$ cat config.mk
export PLATFORM = sky130hd
export DESIGN_NAME = vram_arbiter_flat
export DESIGN_NICKNAME = d
export VERILOG_FILES = /design/src/rtl/vram_pkg.sv /design/src/rtl/vram_arbiter_if.sv /design/src/rtl/vram_wbuf_fifo.sv /design/src/rtl/vram_arbiter.sv /design/src/flat_wrapper.sv
export SDC_FILE = /design/constraint.sdc
export NUM_CORES = 1
export LEC_CHECK = 0
export CORE_AREA = 2 2 74 76
export CTS_CLUSTER_SIZE = 20
export DETAILED_ROUTE_END_ITERATION = 6
export DIE_AREA = 0 0 76 78
export PLACE_DENSITY = 0.83
export SLEW_MARGIN = 10
export SYNTH_ARGS = -nofsm -noshare
export SYNTH_HDL_FRONTEND = slang
export SYNTH_HIERARCHICAL = 1
export SYNTH_SLANG_ARGS = --single-unit
$ cat constraint.sdc
create_clock -name clk -period 4.3 [get_ports clk]
set_input_delay 0.86 -clock clk [delete_from_list [all_inputs] [get_ports clk]]
set_output_delay 0.86 -clock clk [all_outputs]
set_load 0.03 [all_outputs]
$ cat src/rtl/vram_pkg.sv
// Shared constants, FSM encoding and slot helper for the VRAM arbiter.
package vram_pkg;

    localparam int unsigned DEF_ADDR_W     = 15;
    localparam int unsigned DEF_DATA_W     = 16;
    localparam int unsigned DEF_WBUF_DEPTH = 2;

    localparam logic [1:0] PH_TEXT_FETCH  = 2'd0;
    localparam logic [1:0] PH_GLYPH_FETCH = 2'd1;
    localparam logic [1:0] PH_SET_FG      = 2'd2;
    localparam logic [1:0] PH_DRAW        = 2'd3;

    typedef enum logic [1:0] {
        ST_IDLE    = 2'd0,
        ST_RD_WAIT = 2'd1,
        ST_ACK     = 2'd2
    } arb_state_t;

    // Pixel generator owns the two fetch phases of every visible pixel period.
    function automatic logic is_pg_slot(input logic video_active, input logic [1:0] pixel_state);
        return video_active && ((pixel_state == PH_TEXT_FETCH) || (pixel_state == PH_GLYPH_FETCH));
    endfunction

endpackage

$ cat src/rtl/vram_arbiter_if.sv
// CPU request/acknowledge bus into the VRAM arbiter.
interface vram_arbiter_if #(
    parameter int unsigned ADDR_W = vram_pkg::DEF_ADDR_W,
    parameter int unsigned DATA_W = vram_pkg::DEF_DATA_W
);
    logic              cpu_req;
    logic              cpu_we;
    logic [ADDR_W-1:0] cpu_addr;
    logic [DATA_W-1:0] cpu_wdata;
    logic              cpu_ack;
    logic [DATA_W-1:0] cpu_rdata;

    modport master (
        output cpu_req, cpu_we, cpu_addr, cpu_wdata,
        input  cpu_ack, cpu_rdata
    );

    modport slave (
        input  cpu_req, cpu_we, cpu_addr, cpu_wdata,
        output cpu_ack, cpu_rdata
    );
endinterface

$ cat src/rtl/vram_wbuf_fifo.sv
// Small synchronous FIFO holding posted CPU writes (address and data packed).
module vram_wbuf_fifo #(
    parameter int unsigned WIDTH = 31,
    parameter int unsigned DEPTH = 2
) (
    input  logic             clk,
    input  logic             reset,
    input  logic             push,
    input  logic [WIDTH-1:0] wdata,
    input  logic             pop,
    output logic [WIDTH-1:0] head_c,
    output logic             full,
    output logic             empty
);
    localparam int unsigned PTR_W = (DEPTH > 1) ? $clog2(DEPTH) : 1;
    localparam int unsigned CNT_W = PTR_W + 1;

    logic [WIDTH-1:0] slots [DEPTH];
    logic [PTR_W-1:0] wr_ptr;
    logic [PTR_W-1:0] rd_ptr;
    logic [CNT_W-1:0] count;
    logic [CNT_W-1:0] count_nxt;
    logic             push_ok;
    logic             pop_ok;

    assign push_ok   = push && !full;
    assign pop_ok    = pop && !empty;
    assign count_nxt = count + CNT_W'(push_ok) - CNT_W'(pop_ok);
    assign head_c    = slots[rd_ptr];

    // Flags are registered from the next occupancy so consumers see clean state.
    always_ff @(posedge clk) begin
        if (reset) begin
            wr_ptr <= '0;
            rd_ptr <= '0;
            count  <= '0;
            full   <= 1'b0;
            empty  <= 1'b1;
        end else begin
            if (push_ok) wr_ptr <= wr_ptr + PTR_W'(1);
            if (pop_ok)  rd_ptr <= rd_ptr + PTR_W'(1);
            count <= count_nxt;
            full  <= (count_nxt == CNT_W'(DEPTH));
            empty <= (count_nxt == CNT_W'(0));
        end
    end

    always_ff @(posedge clk) begin
        if (push_ok) slots[wr_ptr] <= wdata;
    end

endmodule

$ cat src/rtl/vram_arbiter.sv
// Time-slices the single-port VRAM between the text pixel generator and the CPU.
// Optional posted-write buffer enabled with macro VRAM_WBUF_EN.
module vram_arbiter
    import vram_pkg::*;
#(
    parameter int unsigned ADDR_W = DEF_ADDR_W,
    parameter int unsigned DATA_W = DEF_DATA_W
`ifdef VRAM_WBUF_EN
    ,
    parameter int unsigned WBUF_DEPTH = DEF_WBUF_DEPTH
`endif
) (
    input  logic              clk,
    input  logic              reset,
    input  logic [1:0]        pixel_state,
    input  logic              video_active,
    input  logic [ADDR_W-1:0] pg_addr,
    output logic [DATA_W-1:0] pg_data,
    vram_arbiter_if.slave     cpu,
    output logic [ADDR_W-1:0] mem_addr,
    output logic              mem_we,
    output logic [DATA_W-1:0] mem_wdata,
    input  logic [DATA_W-1:0] mem_rdata
);

    arb_state_t        state;
    arb_state_t        state_nxt;
    logic              pg_slot;
    logic              cpu_slot;
    logic              rdata_load;
    logic [DATA_W-1:0] pg_hold;

    assign pg_slot  = is_pg_slot(video_active, pixel_state);
    assign cpu_slot = !pg_slot;

    // Live fetch data during the fetch-return phases, held glyph word otherwise.
    assign pg_data = (video_active && ((pixel_state == PH_GLYPH_FETCH) || (pixel_state == PH_SET_FG)))
                     ? mem_rdata : pg_hold;

    always_ff @(posedge clk) begin
        if (reset) begin
            pg_hold <= '0;
        end else if (pixel_state == PH_SET_FG) begin
            pg_hold <= mem_rdata;
        end
    end

`ifdef VRAM_WBUF_EN
    logic                     wbuf_push;
    logic                     wbuf_pop;
    logic                     wbuf_full;
    logic                     wbuf_empty;
    logic [ADDR_W+DATA_W-1:0] wbuf_head;

    vram_wbuf_fifo #(
        .WIDTH (ADDR_W + DATA_W),
        .DEPTH (WBUF_DEPTH)
    ) u_wbuf (
        .clk    (clk),
        .reset  (reset),
        .push   (wbuf_push),
        .wdata  ({cpu.cpu_addr, cpu.cpu_wdata}),
        .pop    (wbuf_pop),
        .head_c (wbuf_head),
        .full   (wbuf_full),
        .empty  (wbuf_empty)
    );
`endif

    always_ff @(posedge clk) begin
        if (reset) begin
            state         <= ST_IDLE;
            cpu.cpu_ack   <= 1'b0;
            cpu.cpu_rdata <= '0;
        end else begin
            state       <= state_nxt;
            cpu.cpu_ack <= (state_nxt == ST_ACK);
            if (rdata_load) cpu.cpu_rdata <= mem_rdata;
        end
    end

    // Idle CPU slots present cpu_addr as a harmless read; PG slots always show pg_addr.
    always_comb begin
        state_nxt  = state;
        mem_addr   = pg_slot ? pg_addr : cpu.cpu_addr;
        mem_we     = 1'b0;
        mem_wdata  = cpu.cpu_wdata;
        rdata_load = 1'b0;
`ifdef VRAM_WBUF_EN
        wbuf_push  = 1'b0;
        wbuf_pop   = 1'b0;
`endif
        unique case (state)
            ST_IDLE: begin
                if (cpu.cpu_req) begin
                    if (cpu.cpu_we) begin
`ifdef VRAM_WBUF_EN
                        if (!wbuf_full) begin
                            wbuf_push = 1'b1;
                            state_nxt = ST_ACK;
                        end
`else
                        if (cpu_slot) begin
                            mem_we    = 1'b1;
                            state_nxt = ST_ACK;
                        end
`endif
`ifdef VRAM_WBUF_EN
                    end else if (cpu_slot && wbuf_empty) begin
`else
                    end else if (cpu_slot) begin
`endif
                        state_nxt = ST_RD_WAIT;
                    end
                end
            end
            ST_RD_WAIT: begin
                rdata_load = 1'b1;
                state_nxt  = ST_ACK;
            end
            ST_ACK: begin
                state_nxt = ST_IDLE;
            end
            default: begin
                state_nxt = ST_IDLE;
            end
        endcase
`ifdef VRAM_WBUF_EN
        // Reads only issue with the buffer empty, so a drain never collides with one.
        if (cpu_slot && !wbuf_empty) begin
            mem_addr  = wbuf_head[DATA_W +: ADDR_W];
            mem_wdata = wbuf_head[DATA_W-1:0];
            mem_we    = 1'b1;
            wbuf_pop  = 1'b1;
        end
`endif
    end

endmodule
$ cat src/flat_wrapper.sv
// flat-port wrapper written by rule: the top's interface ports become plain ports
module vram_arbiter_flat import vram_pkg::*;
#(
    parameter int unsigned ADDR_W = DEF_ADDR_W,
    parameter int unsigned DATA_W = DEF_DATA_W

)
  (clk, reset, pixel_state, video_active, pg_addr, pg_data, mem_addr, mem_we, mem_wdata, mem_rdata, cpu_cpu_req, cpu_cpu_we, cpu_cpu_addr, cpu_cpu_wdata, cpu_cpu_ack, cpu_cpu_rdata);
  vram_arbiter_if #(.ADDR_W(ADDR_W), .DATA_W(DATA_W)) cpu_i ();
  input  logic clk;
  input  logic reset;
  input  logic [1:0] pixel_state;
  input  logic video_active;
  input  logic [ADDR_W-1:0] pg_addr;
  output logic [DATA_W-1:0] pg_data;
  output logic [ADDR_W-1:0] mem_addr;
  output logic mem_we;
  output logic [DATA_W-1:0] mem_wdata;
  input  logic [DATA_W-1:0] mem_rdata;
  input wire logic [$bits(cpu_i.cpu_req)-1:0] cpu_cpu_req;
  input wire logic [$bits(cpu_i.cpu_we)-1:0] cpu_cpu_we;
  input wire logic [$bits(cpu_i.cpu_addr)-1:0] cpu_cpu_addr;
  input wire logic [$bits(cpu_i.cpu_wdata)-1:0] cpu_cpu_wdata;
  output wire logic [$bits(cpu_i.cpu_ack)-1:0] cpu_cpu_ack;
  output wire logic [$bits(cpu_i.cpu_rdata)-1:0] cpu_cpu_rdata;
  assign cpu_i.cpu_req = cpu_cpu_req;
  assign cpu_i.cpu_we = cpu_cpu_we;
  assign cpu_i.cpu_addr = cpu_cpu_addr;
  assign cpu_i.cpu_wdata = cpu_cpu_wdata;
  assign cpu_cpu_ack = cpu_i.cpu_ack;
  assign cpu_cpu_rdata = cpu_i.cpu_rdata;
  vram_arbiter #(.ADDR_W(ADDR_W), .DATA_W(DATA_W)) u_core (.clk(clk), .reset(reset), .pixel_state(pixel_state), .video_active(video_active), .pg_addr(pg_addr), .pg_data(pg_data), .cpu(cpu_i), .mem_addr(mem_addr), .mem_we(mem_we), .mem_wdata(mem_wdata), .mem_rdata(mem_rdata));
endmodule
==> results.py, run 1 <==
metrics = {
    "floorplan": {
        "coreArea_mm2": 0.00504,
        "io_pins": 134,
        "row_count": 26,
        "die-area_mm2": 0.00593,
        "fp.dieH_um": 78,
        "die_x_um": 76,
        "start_util_pct": 36.1,
    },
    "synth": {
        "synth_top_area_share_pct": 38.5,
        "synth.largest_area_cell": "dfxtp_1",
        "synth_cells": 190,
        "syn_area_per_cell_um2": 9.57,
        "seq_area_frac_synth_pct": 38.5,
        "syn_area_mm2": 0.00182,
        "synthTopCellsByArea": "dfxtp_1 39%, mux2_2 19%, mux2i_1 8.8%, buf_4 7.4%, nand2_1 6.6%",
        "synth_warnings": 6,
        "synth.distinct_cells": 24,
        "syn_nets": 262,
        "synth-seq-cells": 35,
    },
    "setup_path": {
        "crit_type": "in2out",
        "r2r_start": "u_core/state[1]",
        "cpMostUsedCell": "clkdlybuf4s50_1",
        "critPathMaxFanout": 16,
        "crit_path_cell_trace": "clkdlybuf4s50_1 -> inv_1 -> ha_1 -> nand2_2 -> mux2_2 -> clkdlybuf4s50_1",
        "worst_setup_path_end_kind": "output pin",
        "crit_path_start_kind": "input pin",
        "slowest_stage": "clkdlybuf4s50_1",
        "crit_start": "pixel_state[0]",
        "path_delay_family": "buffers and inverters",
        "cp_data_required_time_ps": 3440,
        "slowest_delay_ps": 600,
        "arrival_ps": 3040,
        "path_buf_inv": 3,
    },
    "min_path": {
        "worstHoldStart": "u_core/cpu.cpu_rdata[7]",
        "hold_path_class": "reg2reg",
    },
    "power_and_ir_drop": {
        "p_int_mw": 0.655,
        "cellLeakagePower_nw": 1.07,
        "combPwrFrac_pct": 28.0,
        "irDropWorstVdd_mv": 0.136,
        "power-per-cell-area_mw_per_mm2": 317,
        "pwr-share-seq_pct": 38.3,
        "finalPower_mw": 0.900,
        "pwr-share-clk_pct": 33.7,
        "p_sw_share_pct": 27.2,
        "p_switching_mw": 0.244,
    },
    "sta": {
        "clock.fmax_ghz": 0.256,
        "fin_crit_ps": 3900,
        "report.final.slew_viol_count": 0,
        "fin_worst_skew_ps": 10.4,
        "hold_viol": 0,
        "tightestPinTransition_ps": 1060,
        "grt_setup_unrepaired": "false",
        "slew_headroom_pct": 29.3,
        "fin_hold_ws_ps": 454,
        "fin_tns_setup_ps": 0,
        "period_share_pct": 90.8,
        "setup_viol": 0,
    },
    "grt": {
        "grt_pass1_wl_um": 7490,
        "grt_start_max_net_pins": 21,
        "grt_overflow_total": 0,
        "grt_pass1_vias": 1645,
        "antenna_found_initial": 0,
        "track_usage_pct": 15.5,
    },
    "clock_network": {
        "cts_num_sinks": 35,
        "cts.path.max_buffers": 2,
        "cts_hold_buf": 0,
        "postCtsSetupBuffers": 0,
        "root_buffer": "clkbuf_8",
        "cts_resized": 0,
        "cts_tree": "built",
        "numCtsBuffers": 5,
        "path_clk_slew_ps": 70,
        "clock_latency_ps": 280,
        "cts.htree.levels": 2,
    },
    "finish": {
        "nets": 344,
        "synthToLayoutAreaGrowth_pct": 56.2,
        "n_antenna_cell": 0,
        "nFillCells": 436,
        "final_core_util_pct": 56.3,
        "drive_above_1_share_pct": 16.8,
    },
    "detailed_routing": {
        "routed_wl_um": 4470,
        "drcViolationCount": 0,
        "drtIter0Drc": 48,
        "wire_per_inst_um": 13.0,
        "viasPerCell": 4.59,
        "postRouteAntennaNets": 0,
        "drt_first_pass_iters": 4,
        "num_vias": 1576,
    },
    "status": {
        "status": "finished, final reports clean",
    },
    "place": {
        "hpwlAfterDp_um": 3350,
        "numPortBuffers": 101,
        "gp_congestion": 0.729,
    },
    "flow_run": {
        "drv_cap": 0,
    },
}
-- placed cells by master (no fill, tap or decap), types with 2 or more instances in the layout --
cell	n
nand2_1	32
a21oi_1	15
nor2_1	16
clkbuf_8	6
dfxtp_1	35
mux2i_1	16
inv_1	2
mux2_2	31
nor3_1	3
ha_1	3
buf_4	2
clkdlybuf4s50_1	101
-- layer usage --
| layer | vias to the layer above | routed length [um] | global-route usage (%) | share of wire [%] |
|---|---|---|---|---|
| met4 | 0 | 61 | 4.36 | 1.4 |
| met2 | 82 | 2190 | 28.2 | 49 |
| met3 | 12 | 399 | 5.93 | 8.9 |
| met5 | - | 0 | 0 | 0 |
| li1 | 780 | - | - | - |
| met1 | 702 | 1810 | 16.9 | 41 |
-- per-stage QoR --
stage | instances | setup WS, ps | area (um^2)
after floorplan | 190 | 1230 | 1820
after global placement | 335 | 398 | 2720
after detailed placement | 335 | 357 | 2720
after CTS | 343 | 358 | 2840
after global routing | 343 | 243 | 2840
final | 343 | 397 | 2840
-- final timing paths --
| kind | end | slack (ps) | depth (start not counted) |
|---|---|---|---|
| setup / recovery | pg_data[2] | 400 | 6 |
| hold / removal | u_core/cpu.cpu_rdata[7] | 450 | 2 |
| setup reg to reg | u_core/cpu.cpu_rdata[8] | 2940 | 3 |
| hold reg to reg | u_core/cpu.cpu_rdata[7] | 450 | 2 |
-- cells in the mapped netlist --
cell type   n
dfxtp_1    35
nand2_1    32
mux2_2     31
buf_4      18
mux2i_1    16
nor2_1     16
a21oi_1    15
clkbuf_1    4
buf_6       3
ha_1        3
nor3_1      3
inv_1       2
a21oi_2     1
a31oi_1     1
and2b_1     1
buf_2       1
buf_8       1
clkbuf_2    1
nand2_2     1
nand2_4     1
nand2b_1    1
nor4b_2     1
o21ai_4     1
or3_1       1
-- final cells by class --
type,instances,area [um^2],share of cell area (%)
clock buffer,6,82.6,2.91
clock inverter,2,35.0,1.23
inverter,2,7.51,0.264
multi-input combinational,125,901,31.7
sequential,35,701,24.7
tap,70,87.6,3.08
timing repair buffer,103,1030,36.1
-- cells by family after synthesis --
logic type	share of synthesized area (%)
buffers and inverters	11.9
adder cells (fa/ha/maj)	2.06
AND/OR/NAND/NOR	13.6
flip-flops	38.5
AO/OA/AOI/OAI	5.85
multiplexers	28.0
-- tightest hold or removal path, delay by kind of cell, from the launching register on --
family             cells  cell delay, ps
AOI/OAI and AO/OA      1              50
and+or+nand+nor        1              50
DFF                    1             310
-- state kept, by name (all words and copies together) (netlist names) --
name and count:
u_core/cpu.cpu_rdata 16, u_core/pg_hold 16, u_core/state 2, u_core/cpu.cpu_ack 1
-- power groups by stage --
stage	sequential [mW]	combinational, mW	clock (mW)
global route	0.346	0.269	0.324
finish	0.344	0.252	0.303
detailed placement	0.352	0.254	0
CTS	0.344	0.256	0.313
floorplan	0.359	0.158	0
global placement	0.351	0.252	0
No activity file was read; power rests on OpenSTA's default activity.
==> inputs of run 2 (changes only) <==
--- a/config.mk
+++ b/config.mk
@@ -5,11 +5,11 @@
 export SDC_FILE = /design/constraint.sdc
 export NUM_CORES = 1
 export LEC_CHECK = 0
-export CORE_AREA = 2 2 74 76
+export CORE_AREA = 2 2 70 79
 export CTS_CLUSTER_SIZE = 20
 export DETAILED_ROUTE_END_ITERATION = 6
-export DIE_AREA = 0 0 76 78
-export PLACE_DENSITY = 0.83
+export DIE_AREA = 0 0 72 81
+export PLACE_DENSITY = 0.84
 export SLEW_MARGIN = 10
 export SYNTH_ARGS = -nofsm -noshare
 export SYNTH_HDL_FRONTEND = slang
==> run 2 against run 1 <==
Cell count is 2.9% lower. Clock skew is 3.7 ps lower. Clock power shrank 5%. Die area shrank 1.6%. Count of clock-buffer cells in the layout decreased by 1. Critical path depth stayed put. Critical path type unchanged. Largest cell class unchanged. Highest routed layer unchanged.
==> results.py, run 2 (synthesis results as in run 1) <==
metrics = {
    "power_and_ir_drop": {
        "p_switching_mw": 0.242,
        "p_int_mw": 0.640,
        "combPwrFrac_pct": 28.4,
        "p_sw_share_pct": 27.5,
        "pwr-share-clk_pct": 32.6,
        "power-per-cell-area_mw_per_mm2": 313,
        "pwr-share-seq_pct": 39.0,
        "cellLeakagePower_nw": 1.07,
        "finalPower_mw": 0.882,
        "irDropWorstVdd_mv": 0.141,
    },
    "clock_network": {
        "cts_tree": "built",
        "cts.path.max_buffers": 2,
        "postCtsSetupBuffers": 0,
        "cts_resized": 0,
        "clock_latency_ps": 280,
        "cts_hold_buf": 0,
        "cts.htree.levels": 2,
        "numCtsBuffers": 5,
        "root_buffer": "clkbuf_8",
        "path_clk_slew_ps": 70,
        "cts_num_sinks": 35,
    },
    "sta": {
        "slew_headroom_pct": 31.5,
        "setup_viol": 0,
        "layout_setup_ws_ps": 427,
        "clock.fmax_ghz": 0.258,
        "fin_hold_ws_ps": 456,
        "hold_viol": 0,
        "fin_worst_skew_ps": 6.77,
        "fin_tns_setup_ps": 0,
        "grt_setup_unrepaired": "false",
        "report.final.slew_viol_count": 0,
        "fin_crit_ps": 3870,
        "tightestPinTransition_ps": 1030,
        "period_share_pct": 90.1,
    },
    "finish": {
        "postLayoutCellArea_mm2": 0.00282,
        "nets": 344,
        "layout.cells.non_filler": 333,
        "drive_above_1_share_pct": 16.8,
        "final_core_util_pct": 54.8,
        "final-seq-area_um2": 701,
        "synthToLayoutAreaGrowth_pct": 55.3,
        "n_antenna_cell": 0,
        "final_cell_mix": "101 x clkdlybuf4s50_1, 35 x dfxtp_1, 32 x nand2_1, 31 x mux2_2",
        "multi_input_comb_area_um2": 901,
        "layout_commonest_cell": "clkdlybuf4s50_1",
        "nFillCells": 478,
        "reg_top3": "u_core/cpu.cpu_rdata (16), u_core/pg_hold (16), u_core/state (2)",
    },
    "place": {
        "dp_cells": 325,
        "numPortBuffers": 101,
        "placed_area_mm2": 0.00271,
        "gp_congestion": 0.691,
        "pre_cts_slack_ps": 397,
        "hpwlAfterDp_um": 3240,
    },
    "setup_path": {
        "crit_start": "pixel_state[0]",
        "r2r_start": "u_core/state[1]",
        "worst_setup_path_end_kind": "output pin",
        "crit_type": "in2out",
        "arrival_ps": 3010,
        "critPathMaxFanout": 16,
        "r2r_setup_slack_ps": 2960,
        "reg2reg_to": "u_core/cpu.cpu_rdata[8]",
        "crit_path_start_kind": "input pin",
        "cp_data_required_time_ps": 3440,
        "worstSetupEndpoint": "pg_data[0]",
        "r2r_cells": 3,
    },
    "grt": {
        "track_usage_pct": 14.9,
        "grt_start_max_net_pins": 21,
        "antenna_found_initial": 0,
        "grt_pass1_wl_um": 6700,
        "grt_pass1_vias": 1478,
        "grt_overflow_total": 0,
    },
    "min_path": {
        "worstHoldStart": "u_core/cpu.cpu_rdata[6]",
        "hold_path_class": "reg2reg",
    },
    "detailed_routing": {
        "drt_first_pass_iters": 4,
        "num_vias": 1581,
        "drtIter0Drc": 65,
        "wire_per_inst_um": 12.9,
        "postRouteAntennaNets": 0,
        "drcViolationCount": 0,
        "viasPerCell": 4.75,
        "routed_wl_um": 4300,
    },
    "floorplan": {
        "fp.dieH_um": 81,
        "coreArea_mm2": 0.00515,
        "die_x_um": 72,
        "row_count": 28,
        "die-area_mm2": 0.00583,
        "start_util_pct": 35.3,
        "io_pins": 134,
    },
    "status": {
        "status": "finished, final reports clean",
    },
    "flow_run": {
        "drv_cap": 0,
    },
}
[run 2: final cells by class]
class	count	area share [%]
Clock inverter	3	1.55
Timing Repair Buffer	103	36.3
Clock buffer	5	2.44
Multi-Input combinational cell	125	31.9
Inverter	2	0.266
Tap cell	60	2.66
Sequential cell	35	24.8
[run 2: how the worst min path moves through the flow]
stage	endpoint	slack, ps	cells past startpoint
after floorplan	u_core/pg_hold[0]	450	2
after global placement	u_core/cpu.cpu_rdata[0]	440	2
after detailed placement	u_core/cpu.cpu_rdata[6]	450	2
after CTS	u_core/cpu.cpu_rdata[6]	460	2
after global routing	u_core/cpu.cpu_rdata[11]	470	2
final	u_core/cpu.cpu_rdata[6]	460	2
[run 2: power groups by stage]
stage | combinational [mW] | sequential [mW] | clock (mW)
global placement | 0.250 | 0.351 | 0
CTS | 0.254 | 0.344 | 0.299
global route | 0.267 | 0.346 | 0.317
finish | 0.251 | 0.344 | 0.288
detailed placement | 0.253 | 0.351 | 0
floorplan | 0.158 | 0.359 | 0
[run 2: metal layers]
metal	routed length, um	part of all wire (%)	track usage [%]	vias to the layer above
li1	-	-	-	782
met1	1700	40	16.3	713
met2	2160	50	26.7	78
met3	386	9.0	4.47	8
met4	55	1.3	6.04	0
met5	0	0	0	-
[run 2: critical path, stage by stage]
cell and delay (ps):
clkdlybuf4s50_1 480, inv_1 60, ha_1 300, nand2_2 320, mux2_2 390, clkdlybuf4s50_1 600
